--- src/rtl/freq_duty_meter_top.sv ---
// freq_duty_meter_top: measures frequency (Hz) and duty (%) of signal_in over a 1 s gate
// and scans the results onto an 8-digit 7-segment display through two daisy-chained 74HC595s.
// Ports: clk        - system clock, all logic on the rising edge
//        rst_n      - asynchronous reset, active HIGH despite the name
//        signal_in  - asynchronous input under measurement
//        rclk       - 595 storage/latch clock
//        sclk       - 595 shift clock
//        dio        - 595 serial data, MSB first
module freq_duty_meter_top #(
  parameter int CLK_FREQ = 50000000,
  parameter int SCLK_DIV = 25,
  parameter int MAX_FREQ = 9999
) (
  input  logic clk,
  input  logic rst_n,
  input  logic signal_in,
  output logic rclk,
  output logic sclk,
  output logic dio
);
  localparam int GW   = $clog2(CLK_FREQ);
  localparam int DDIV = CLK_FREQ / 100;
  localparam int HW   = (DDIV > 1) ? $clog2(DDIV) : 1;
  localparam int DW   = (SCLK_DIV > 1) ? $clog2(SCLK_DIV) : 1;

  typedef enum logic [2:0] {
    IDLE, SHIFT_LOW, SHIFT_HIGH, LATCH_HIGH, LATCH_LOW
  } state_t;

  logic          r_s1, r_s2, r_s3;
  logic [GW-1:0] r_gate;
  logic [13:0]   r_edge, r_freq, w_edge_nxt;
  logic [HW-1:0] r_hsub;
  logic [6:0]    r_duty_cnt, r_duty, w_duty_nxt;
  logic          w_gate_end, w_rise, w_dinc;

  assign w_gate_end = (r_gate == GW'(CLK_FREQ - 1));
  assign w_rise     = r_s2 & ~r_s3;
  assign w_dinc     = r_s2 & (r_hsub == HW'(DDIV - 1));
  assign w_edge_nxt = (w_rise && r_edge < 14'(MAX_FREQ))
                    ? r_edge + 14'd1 : r_edge;
  assign w_duty_nxt = (w_dinc && r_duty_cnt != 7'd100)
                    ? r_duty_cnt + 7'd1 : r_duty_cnt;

  // r_s1/r_s2 synchronize, r_s3 is the previous sample for edge detection
  always_ff @(posedge clk or posedge rst_n) begin
    if (rst_n) begin
      {r_s1, r_s2, r_s3} <= '0;
    end else begin
      {r_s1, r_s2, r_s3} <= {signal_in, r_s1, r_s2};
    end
  end

  // gate end captures counts including the event of that same cycle
  always_ff @(posedge clk or posedge rst_n) begin
    if (rst_n) begin
      r_gate     <= '0;
      r_edge     <= '0;
      r_hsub     <= '0;
      r_duty_cnt <= '0;
      r_freq     <= '0;
      r_duty     <= '0;
    end else begin
      r_gate <= w_gate_end ? '0 : r_gate + GW'(1);
      if (w_gate_end) begin
        r_freq     <= w_edge_nxt;
        r_duty     <= w_duty_nxt;
        r_edge     <= '0;
        r_hsub     <= '0;
        r_duty_cnt <= '0;
      end else begin
        r_edge     <= w_edge_nxt;
        r_duty_cnt <= w_duty_nxt;
        if (r_s2) begin
          r_hsub <= w_dinc ? '0 : r_hsub + HW'(1);
        end
      end
    end
  end

  function automatic logic [15:0] f_bcd(input logic [13:0] bin);
    logic [15:0] b;
    b = '0;
    for (int i = 13; i >= 0; i--) begin
      for (int j = 0; j < 4; j++) begin
        if (b[4*j +: 4] > 4'd4) b[4*j +: 4] = b[4*j +: 4] + 4'd3;
      end
      b = {b[14:0], bin[i]};
    end
    return b;
  endfunction

  function automatic logic [7:0] f_seg(input logic [3:0] d);
    case (d)
      4'd0:    return 8'hC0;
      4'd1:    return 8'hF9;
      4'd2:    return 8'hA4;
      4'd3:    return 8'hB0;
      4'd4:    return 8'h99;
      4'd5:    return 8'h92;
      4'd6:    return 8'h82;
      4'd7:    return 8'hF8;
      4'd8:    return 8'h80;
      4'd9:    return 8'h90;
      default: return 8'hFF;
    endcase
  endfunction

  logic [15:0] w_fbcd;
  logic [11:0] w_dbcd;
  logic [3:0]  w_dig;
  logic [7:0]  w_seg;
  logic [2:0]  r_idx, w_idx;

  assign w_fbcd = f_bcd(r_freq);
  assign w_dbcd = 12'(f_bcd({7'd0, r_duty}));

  // code 4'hF renders as blank
  always_comb begin
    w_dig = 4'hF;
    case (r_idx)
      3'd7:    w_dig = w_fbcd[15:12];
      3'd6:    w_dig = w_fbcd[11:8];
      3'd5:    w_dig = w_fbcd[7:4];
      3'd4:    w_dig = w_fbcd[3:0];
      3'd2:    w_dig = w_dbcd[11:8];
      3'd1:    w_dig = w_dbcd[7:4];
      3'd0:    w_dig = w_dbcd[3:0];
      default: w_dig = 4'hF;
    endcase
  end

  assign w_seg = f_seg(w_dig);

  state_t        r_state, w_state;
  logic [DW-1:0] r_div, w_div;
  logic [3:0]    r_bit, w_bit;
  logic [15:0]   r_frame, w_frame;
  logic          r_sclk, r_rclk, r_dio;
  logic          w_sclk, w_rclk, w_dio;
  logic          w_div_end;

  assign w_div_end = (r_div == DW'(SCLK_DIV - 1));

  always_ff @(posedge clk or posedge rst_n) begin
    if (rst_n) begin
      r_state <= IDLE;
      r_div   <= '0;
      r_bit   <= '0;
      r_frame <= '0;
      r_idx   <= '0;
      r_sclk  <= 1'b0;
      r_rclk  <= 1'b0;
      r_dio   <= 1'b0;
    end else begin
      r_state <= w_state;
      r_div   <= w_div;
      r_bit   <= w_bit;
      r_frame <= w_frame;
      r_idx   <= w_idx;
      r_sclk  <= w_sclk;
      r_rclk  <= w_rclk;
      r_dio   <= w_dio;
    end
  end

  // IDLE is the one-cycle load slot and also the last rclk-low cycle,
  // so LATCH_LOW runs SCLK_DIV-1 cycles and a frame is 34*SCLK_DIV
  always_comb begin
    w_state = r_state;
    w_div   = r_div + DW'(1);
    w_bit   = r_bit;
    w_frame = r_frame;
    w_idx   = r_idx;
    w_sclk  = r_sclk;
    w_rclk  = r_rclk;
    w_dio   = r_dio;
    case (r_state)
      IDLE: begin
        w_frame = {w_seg, 8'b1 << r_idx};
        w_dio   = w_seg[7];
        w_bit   = 4'd15;
        w_div   = '0;
        w_sclk  = 1'b0;
        w_rclk  = 1'b0;
        w_state = SHIFT_LOW;
      end
      SHIFT_LOW: begin
        if (w_div_end) begin
          w_div   = '0;
          w_sclk  = 1'b1;
          w_state = SHIFT_HIGH;
        end
      end
      SHIFT_HIGH: begin
        if (w_div_end) begin
          w_div  = '0;
          w_sclk = 1'b0;
          if (r_bit == 4'd0) begin
            w_rclk  = 1'b1;
            w_state = LATCH_HIGH;
          end else begin
            w_bit   = r_bit - 4'd1;
            w_frame = {r_frame[14:0], 1'b0};
            w_dio   = r_frame[14];
            w_state = SHIFT_LOW;
          end
        end
      end
      LATCH_HIGH: begin
        if (w_div_end) begin
          w_div   = '0;
          w_rclk  = 1'b0;
          w_state = LATCH_LOW;
        end
      end
      LATCH_LOW: begin
        if (r_div == DW'(SCLK_DIV - 2)) begin
          w_div   = '0;
          w_idx   = r_idx + 3'd1;
          w_state = IDLE;
        end
      end
      default: w_state = IDLE;
    endcase
  end

  assign rclk = r_rclk;
  assign sclk = r_sclk;
  assign dio  = r_dio;
endmodule

--- config.mk ---
export PLATFORM = sky130hd
export DESIGN_NAME = freq_duty_meter_top
export DESIGN_NICKNAME = d
export VERILOG_FILES = /design/src/rtl/freq_duty_meter_top.sv
export SDC_FILE = /design/constraint.sdc
export NUM_CORES = 1
export LEC_CHECK = 0
export ABC_CLOCK_PERIOD_IN_PS = 15390
export CAP_MARGIN = 20
export CORE_AREA = 4 4 192 194
export CTS_BUF_LIST = sky130_fd_sc_hd__clkbuf_4
export DETAILED_ROUTE_END_ITERATION = 16
export DIE_AREA = 0 0 196 198
export GPL_TIMING_DRIVEN = 0
export PLACE_DENSITY_LB_ADDON = 0.12
export SYNTH_ARGS = -nofsm -noshare
export SYNTH_HDL_FRONTEND = slang
export SYNTH_SLANG_ARGS = --single-unit
--- constraint.sdc ---
create_clock -name clk -period 15.39 [get_ports clk]
set_input_delay 1.539 -clock clk [delete_from_list [all_inputs] [get_ports clk]]
set_output_delay 1.539 -clock clk [all_outputs]
set_load 0.05 [all_outputs]
==> out/qor.txt, run 1 <==
status = finished, final reports clean
clock skew = 21.5 ps
pwr dens = 51.9 nW/um2
worst-skew pair later-pin latency = 510 ps
crit path kind = register to register
I/O Pins = 6
post-DR vias/cell = 5.33
Largest stage delay, worst path = 850 ps
fin nets = 1420
die height = 198 um
Pwr Total = 0.000606 W
Setup Viol. Count Final = 0
MaxCap Viol Count = 0
post-route ant nets = 0
WL/cell = 15.3 um
VDD IR-drop max = 0.0509 mV
Post-synth EDFFs = 0
Register Area = 3080 um2
gr ovfl total = 0
FF+latch count, synth = 123
number of port buffers = 5
Final Slew Violations = 0
period utilisation layout = 0.705
Mapped Area = 10800 um2
Hold Path Class = register to register
number of clock sinks = 123
minimum clock period = 10860 ps
Via Count = 9793
Syn Nets = 1395
Gate Count Post-Synth = 1337
Yosys warning total = 0
Setup TNS = 0 ps
post-synthesis sequential area ratio = 0.286
Placer Congestion = 0.805
Async S/R FF share, synth = 1.00
largest net degree at the start of global routing = 85
Static Leak = 4.79 nW
crit-path most repeated cell = ha_1
PostCTS Resize Cnt = 0
crit path max fanout = 10
CP arrival = 11250 ps
DPL Wire Length = 20900 um
Mapped Avg Cell Area = 8.04 um2
CTS HTree Levels = 4
Slew HR = 0.277
first-pass GRT wire length = 48800 um
# hold bufs at CTS = 0
site row count = 69
RSZ-0062 raised after global routing = false
die area = 38800 um2
detailed-route DRC error count = 0
FMAX = 92.1 MHz
maximum root-to-sink buffer count = 2
Multi-input gate area = 7200 um2
die width = 196 um
CP required = 15790 ps
Syn-to-layout area delta = 8.60%
First DRT Iteration DRCs = 598
Core ar. = 35200 um2
predominant post-synthesis flop cell = dfrtp_1
gr usage total = 0.146
CTS Root Buffer Type = clkbuf_4
Worst-Margin Slew = 1080 ps
initial antenna violation count = 1
Detailed Route WL = 28100 um
Reg clk slew, reported paths = 120 ps
crit path launch type = register
fill count = 3834
CTS tree = built
Distinct cells, synth = 104
drt first pass iters = 5
Post-CTS Setup Bufs = 0
Fin. Hold Viols = 0
vias in the first global route = 9562
CP Capture Type = register
Num CTS Buffers = 17
Initial Util = 0.305
Crit-path slowest cell = o311ai_0
share of post-route cells with drive strength above 1 = 0.0685
==> Yosys cell counts (13+ instances only) <==
cell,number,area (um2)
nand2_1,133,499
a31oi_1,20,125
xor2_1,47,412
and3_1,26,163
nor4_1,13,81.3
nor3_1,43,215
nand2b_1,13,81.3
nor2_1,155,582
mux2i_1,21,210
inv_1,54,203
nand3_1,78,390
xnor2_1,43,377
a211oi_1,15,113
o21ai_0,71,355
dfrtp_1,123,3080
clkbuf_1,49,184
o211ai_1,13,97.6
a21oi_1,65,325
ha_1,55,688
nand4_1,22,138
==> worst paths after layout <==
kind	from	to	slack (ps)	cells past startpoint
setup / recovery	r_freq[11]$_DFFE_PP0N_	r_frame[10]$_DFFE_PP0P_	4530	44
hold / removal	r_s1$_DFF_PP0_	r_s2$_DFF_PP0_	360	0
setup reg to reg	r_freq[11]$_DFFE_PP0N_	r_frame[10]$_DFFE_PP0P_	4530	44
hold reg to reg	r_s1$_DFF_PP0_	r_s2$_DFF_PP0_	360	0
max in group asynchronous	rst_n	r_hsub[11]$_DFFE_PP0P_	13250	3
min in group asynchronous	rst_n	r_div[2]$_DFF_PP0_	1390	2
==> sequential cells by signal, indices dropped and copies added, names as in the netlist, 3 cells and up <==
register,cells
r_freq,14
r_idx,3
r_div,5
r_state,3
r_gate,26
r_duty,7
r_duty_cnt,7
r_edge,14
r_bit,4
r_hsub,19
r_frame,15
==> metrics by stage <==
step                std cells  area, um2  setup WS, ps   util  hold slack, ps
floorplan                1337      10800          6470      -             331
global placement         1803      11400          4700  0.323             333
detailed placement       1804      11400          4680  0.324             340
CTS                      1834      11700          4590  0.331             368
global route             1836      11700          3340  0.331             383
finish                   1836      11700          4530  0.331             360
==> metal layers <==
| layer | global-route usage | vias to the layer above | wire length (um) |
|---|---|---|---|
| li1 | - | 4967 | - |
| met1 | 0.215 | 4661 | 14600 |
| met2 | 0.233 | 152 | 12600 |
| met3 | 0.0170 | 13 | 714 |
| met4 | 0.0272 | 0 | 182 |
| met5 | 0 | - | 0 |
==> worst max-delay path, delay by kind of cell, from the launching register on <==
family / cells / cell delay, ps
AO/OA/AOI/OAI: 17 / 5530
XOR/XNOR: 5 / 1050
adder cells (fa/ha/maj): 7 / 1730
buffers and inverters: 7 / 890
flip-flops: 1 / 530
AND/OR/NAND/NOR: 8 / 970
==> layout by cell type (no fill, tap or decap), drive strengths merged, types with 11 or more instances in the layout <==
| cell type | instances |
|---|---|
| a211oi | 16 |
| a21oi | 66 |
| a221oi | 12 |
| a31oi | 20 |
| and2 | 11 |
| and3 | 26 |
| buf | 17 |
| clkbuf | 67 |
| dfrtp | 123 |
| ha | 55 |
| inv | 55 |
| mux2i | 22 |
| nand2 | 133 |
| nand2b | 13 |
| nand3 | 78 |
| nand4 | 22 |
| nor2 | 158 |
| nor3 | 47 |
| nor4 | 14 |
| o211ai | 14 |
| o21ai | 77 |
| o311ai | 11 |
| or3 | 12 |
| xnor2 | 44 |
| xor2 | 49 |
==> cell families after synthesis <==
family	count (synthesis)	share of synthesized area
XOR/XNOR	94	0.0799
AO/OA/AOI/OAI	352	0.240
buffers and inverters	121	0.0445
flip-flops	123	0.286
AND/OR/NAND/NOR	560	0.255
adder cells (fa/ha/maj)	55	0.0640
multiplexers	32	0.0313
==> area by class of cell <==
type | instances | share of cell area
antenna | 2 | 0.000429
buffer | 65 | 0.0229
clock buffer | 18 | 0.0116
clock inverter | 12 | 0.0107
inverter | 56 | 0.0184
multi-input combinational | 1093 | 0.616
sequential | 123 | 0.264
tap | 461 | 0.0494
timing repair buffer | 6 | 0.00664
==> report_power, final <==
group          switching, W  leakage (nW)  internal [W]
clock network      0.000123         0.141     0.0000956
registers         0.0000149          1.61      0.000337
logic             0.0000210          3.03     0.0000149
Power figures use the tool's default switching activity.
==> run 2: changes to the inputs <==
ABC_CLOCK_PERIOD_IN_PS = 10300   (was 15390)
clock period = 10.3 ns   (was 15.39 ns; I/O delays follow)
==> out/qor.txt, run 2 (synthesis results as in run 1) <==
gr usage total = 0.146
Pint = 0.000669 W
Comb power frac = 0.059
clock network power share = 0.361
largest net degree at the start of global routing = 85
Hold Path Class = register to register
die width = 196 um
Num CTS Buffers = 17
maximum root-to-sink buffer count = 2
Syn-to-layout area delta = 10.3%
Reg clk slew, reported paths = 120 ps
minimum clock period = 9410 ps
vias in the first global route = 9570
Reg with most FFs = r_gate
Pwr Total = 0.000906 W
Detailed Route WL = 28300 um
FMAX = 106 MHz
I/O Pins = 6
RSZ-0062 raised after global routing = false
Initial Util = 0.305
period utilisation layout = 0.913
Final Slew Violations = 0
CTS HTree Levels = 4
pwr dens = 76.4 nW/um2
fin nets = 1421
crit path kind = register to register
detailed-route DRC error count = 0
# hold bufs at CTS = 0
CTS tree = built
first-pass GRT wire length = 48800 um
Worst-Margin Slew = 1050 ps
HP Start = r_s1$_DFF_PP0_
CP arrival = 9830 ps
number of port buffers = 5
die height = 198 um
WL/cell = 15.4 um
Worst R2R Path Depth = 43
largest registers = r_gate: 26 flops, r_hsub: 19 flops, r_frame: 15 flops
Slew HR = 0.293
DPL Wire Length = 20900 um
die area = 38800 um2
drt first pass iters = 5
Crit-path slowest cell = or3_4
max reg flops = 26
leading cell type in the layout, fill and taps excluded = nor2_1
worst-skew pair later-pin latency = 510 ps
r2r setup slk = 890 ps
Setup Viol. Count Final = 0
Core Util, Final = 0.337
initial antenna violation count = 1
final instance area = 11900 um2
placed inst area = 11400 um2
share of post-route cells with drive strength above 1 = 0.0895
most frequent cells in the layout = nor2_1, nand2_1, dfrtp_1, nand3_1, o21ai_0
site row count = 69
crit path max fanout = 10
FF-to-FF End = r_frame[9]$_DFFE_PP0P_
status = finished, final reports clean
clock skew = 21.6 ps
crit path launch type = register
worst hold path cell count = 0
Hold WS = 360 ps
CTS Root Buffer Type = clkbuf_4
Via Count = 9788
MaxCap Viol Count = 0
CP Capture Type = register
Worst Hold End = r_s2$_DFF_PP0_
Sw Ratio = 0.262
VDD IR-drop max = 0.0761 mV
Fin. Hold Viols = 0
post-DR vias/cell = 5.33
post-route ant nets = 0
gr ovfl total = 0
CP required = 10720 ps
First DRT Iteration DRCs = 584
Placer Congestion = 0.805
sequential share of power = 0.580
Largest stage delay, worst path = 450 ps
Core ar. = 35200 um2
number of clock sinks = 123
NetSw = 0.000237 W
crit-path most repeated cell = ha_1
Static Leak = 4.83 nW
R2R Path Start = r_freq[12]$_DFFE_PP0N_
[run 2: changes by cell type in the layout (fill, tap and decap cells not counted), sizes merged]
cell,previous run,this run
clkbuf,67,65
buf,17,20
[run 2: through the flow]
| step | worst slack (ps) | TNS (ps) | cells |
|---|---|---|---|
| floorplan | 1380 | 0 | 1337 |
| global placement | -388 | -1840 | 1803 |
| detailed placement | -407 | -2020 | 1804 |
| CTS | 76.0 | 0 | 1835 |
| global route | 26.1 | 0 | 1837 |
| finish | 895 | 0 | 1837 |
[run 2: power groups by stage]
stage	registers [W]	logic [W]	clock network, W
floorplan	0.000530	0.0000429	0
global placement	0.000536	0.0000537	0
detailed placement	0.000535	0.0000560	0
CTS	0.000526	0.0000560	0.000344
global route	0.000530	0.0000632	0.000364
finish	0.000526	0.0000537	0.000327
[run 2: worst max-delay path, delay by kind of cell (launching register included)]
family	cells	cell delay, ps
AO/OA/AOI/OAI	15	3440
adder cells (fa/ha/maj)	7	1720
AND/OR/NAND/NOR	9	1700
XOR/XNOR	7	1350
buffers and inverters	5	660
flip-flops	1	430
[run 2: layout make-up]
type	instances	area (um2)
antenna	2	5.00
buffer	62	267
multi-input combinational	1093	7340
fill	3824	23400
timing repair buffer	10	108
sequential	123	3080
tap	461	577
clock buffer	18	135
inverter	56	215
clock inverter	12	125
[run 2: per-layer routing]
metal	GRT usage	up-vias	part of all wire
li1	-	4969	-
met1	0.216	4640	0.52
met2	0.233	162	0.45
met3	0.0170	17	0.028
met4	0.0272	0	0.0067
met5	0	-	0
[run 2: how the worst max path moves through the flow]
stage / from / to / slack [ps]
floorplan: r_freq[11]$_DFFE_PP0N_ / r_frame[9]$_DFFE_PP0P_ / 1380
detailed placement: r_freq[11]$_DFFE_PP0N_ / r_frame[9]$_DFFE_PP0P_ / -410
global route: r_freq[12]$_DFFE_PP0N_ / r_frame[11]$_DFFE_PP0P_ / 30
global placement: r_freq[11]$_DFFE_PP0N_ / r_frame[9]$_DFFE_PP0P_ / -390
finish: r_freq[12]$_DFFE_PP0N_ / r_frame[9]$_DFFE_PP0P_ / 890
CTS: r_freq[11]$_DFFE_PP0N_ / r_frame[9]$_DFFE_PP0P_ / 80
[run 2: what timing repair did]
action                     4_1_cts  5_1_grt
resized for setup                8       31
gates cloned                     0        0
setup endpoints to repair        7        7
setup buffers                    1        3
pin swaps                        0        5
==> run 3: changes to the inputs <==
ABC_CLOCK_PERIOD_IN_PS = 11200   (was 10300)
SLEW_MARGIN = 30   (was default)
clock period = 11.2 ns   (was 10.3 ns; I/O delays follow)
==> out/qor.txt, run 3 (synthesis results as in run 1) <==
HP Start = r_s1$_DFF_PP0_
Multi-input gate area = 7260 um2
CTS Root Buffer Type = clkbuf_4
gr usage total = 0.146
CTS HTree Levels = 4
crit path kind = register to register
fill count = 3838
Num CTS Buffers = 17
minimum clock period = 10180 ps
crit-path most repeated cell = ha_1
CP arrival = 10580 ps
CP startpoint = r_freq[11]$_DFFE_PP0N_
Worst Hold End = r_s2$_DFF_PP0_
Worst-Margin Slew = 972 ps
CP required = 11600 ps
most frequent cells in the layout = nor2_1, nand2_1, dfrtp_1, nand3_1, o21ai_0
period utilisation layout = 0.909
Largest stage delay, worst path = 500 ps
fin nets = 1420
Hold Path Class = register to register
DPL Wire Length = 20900 um
gr ovfl total = 0
Placer Congestion = 0.805
share of post-route cells with drive strength above 1 = 0.0750
crit path launch type = register
Fin. Hold Viols = 0
number of port buffers = 5
maximum root-to-sink buffer count = 2
largest registers = r_gate: 26 flops, r_hsub: 19 flops, r_frame: 15 flops
Final Slew Violations = 0
die width = 196 um
RSZ-0062 raised after global routing = false
First DRT Iteration DRCs = 596
worst hold path cell count = 0
Register Area = 3080 um2
CP Capture Type = register
WL/cell = 15.3 um
initial antenna violation count = 1
CTS tree = built
worst-skew pair later-pin latency = 510 ps
die area = 38800 um2
FF-to-FF End = r_frame[10]$_DFFE_PP0P_
pwr dens = 71.0 nW/um2
MaxCap Viol Count = 0
Core ar. = 35200 um2
Setup Viol. Count Final = 0
Crit-path slowest cell = dfrtp_2
die height = 198 um
Reg clk slew, reported paths = 120 ps
Initial Util = 0.305
drt first pass iters = 5
crit path max fanout = 10
VDD IR-drop max = 0.0700 mV
post-route ant nets = 0
Worst R2R Path Depth = 45
site row count = 69
first-pass GRT wire length = 48800 um
Syn-to-layout area delta = 9.25%
largest net degree at the start of global routing = 85
Detailed Route WL = 28100 um
Static Leak = 4.80 nW
# hold bufs at CTS = 0
Hold WS = 360 ps
leading cell type in the layout, fill and taps excluded = nor2_1
status = finished, final reports clean
FMAX = 98.3 MHz
vias in the first global route = 9545
clock skew = 21.9 ps
Slew HR = 0.347
number of clock sinks = 123
Reg with most FFs = r_gate
detailed-route DRC error count = 0
I/O Pins = 6
Setup TNS = 0 ps
Via Count = 9825
max reg flops = 26
post-DR vias/cell = 5.35
r2r setup slk = 1020 ps
R2R Path Start = r_freq[11]$_DFFE_PP0N_
run 3: what timing repair did:
item	in CTS	in global routing
setup buffers	0	0
gates resized for setup	0	14
endpoints found under the setup margin	0	7
run 3: metrics by stage:
step / util / instance area [um2] / worst slack (ps) / instances / total power (W)
finish: 0.333 / 11700 / 1020 / 1836 / 0.000835
global route: 0.333 / 11700 / 96.9 / 1836 / 0.000881
CTS: 0.331 / 11700 / 399 / 1834 / 0.000852
detailed placement: 0.324 / 11400 / 489 / 1804 / 0.000544
global placement: 0.323 / 11400 / 512 / 1803 / 0.000542
floorplan: - / 10800 / 2280 / 1337 / 0.000527
run 3: final cells by class:
| class | count | area share |
|---|---|---|
| clock buffers | 18 | 0.0115 |
| multi-input cells | 1093 | 0.618 |
| repair buffers | 6 | 0.00660 |
| flip-flops and latches | 123 | 0.262 |
| diodes | 2 | 0.000426 |
| inverters | 56 | 0.0185 |
| plain buffers | 65 | 0.0231 |
| clock inverters | 12 | 0.0107 |
| well taps | 461 | 0.0491 |
run 3: report_power, final:
part | internal (W) | switching [W]
registers | 0.000463 | 0.0000205
logic | 0.0000206 | 0.0000291
clock network | 0.000131 | 0.000170
total | 0.000615 | 0.000220
run 3: how the worst max path moves through the flow:
stage	to	slack, ps	cells after the start
6_report	r_frame[10]$_DFFE_PP0P_	1020	45
5_1_grt	r_frame[10]$_DFFE_PP0P_	100	45
4_1_cts	r_frame[9]$_DFFE_PP0P_	400	43
3_5_place_dp	r_frame[9]$_DFFE_PP0P_	490	43
3_3_place_gp	r_frame[9]$_DFFE_PP0P_	510	44
2_1_floorplan	r_frame[9]$_DFFE_PP0P_	2280	44
run 3: per-layer routing:
metal	part of all wire	routed length [um]	global-route usage
met1	0.52	14700	0.217
met2	0.45	12500	0.232
met3	0.026	745	0.0160
met4	0.0060	170	0.0274
met5	0	0	0
run 3: worst max-delay path: cells and delay by family (launching register included):
kind | cells | cell delay (ps)
compound gates | 15 | 3890
xor+xnor | 7 | 1380
fa+ha+maj | 7 | 1680
buf+inv | 7 | 970
flops | 1 | 500
simple gates | 9 | 1630
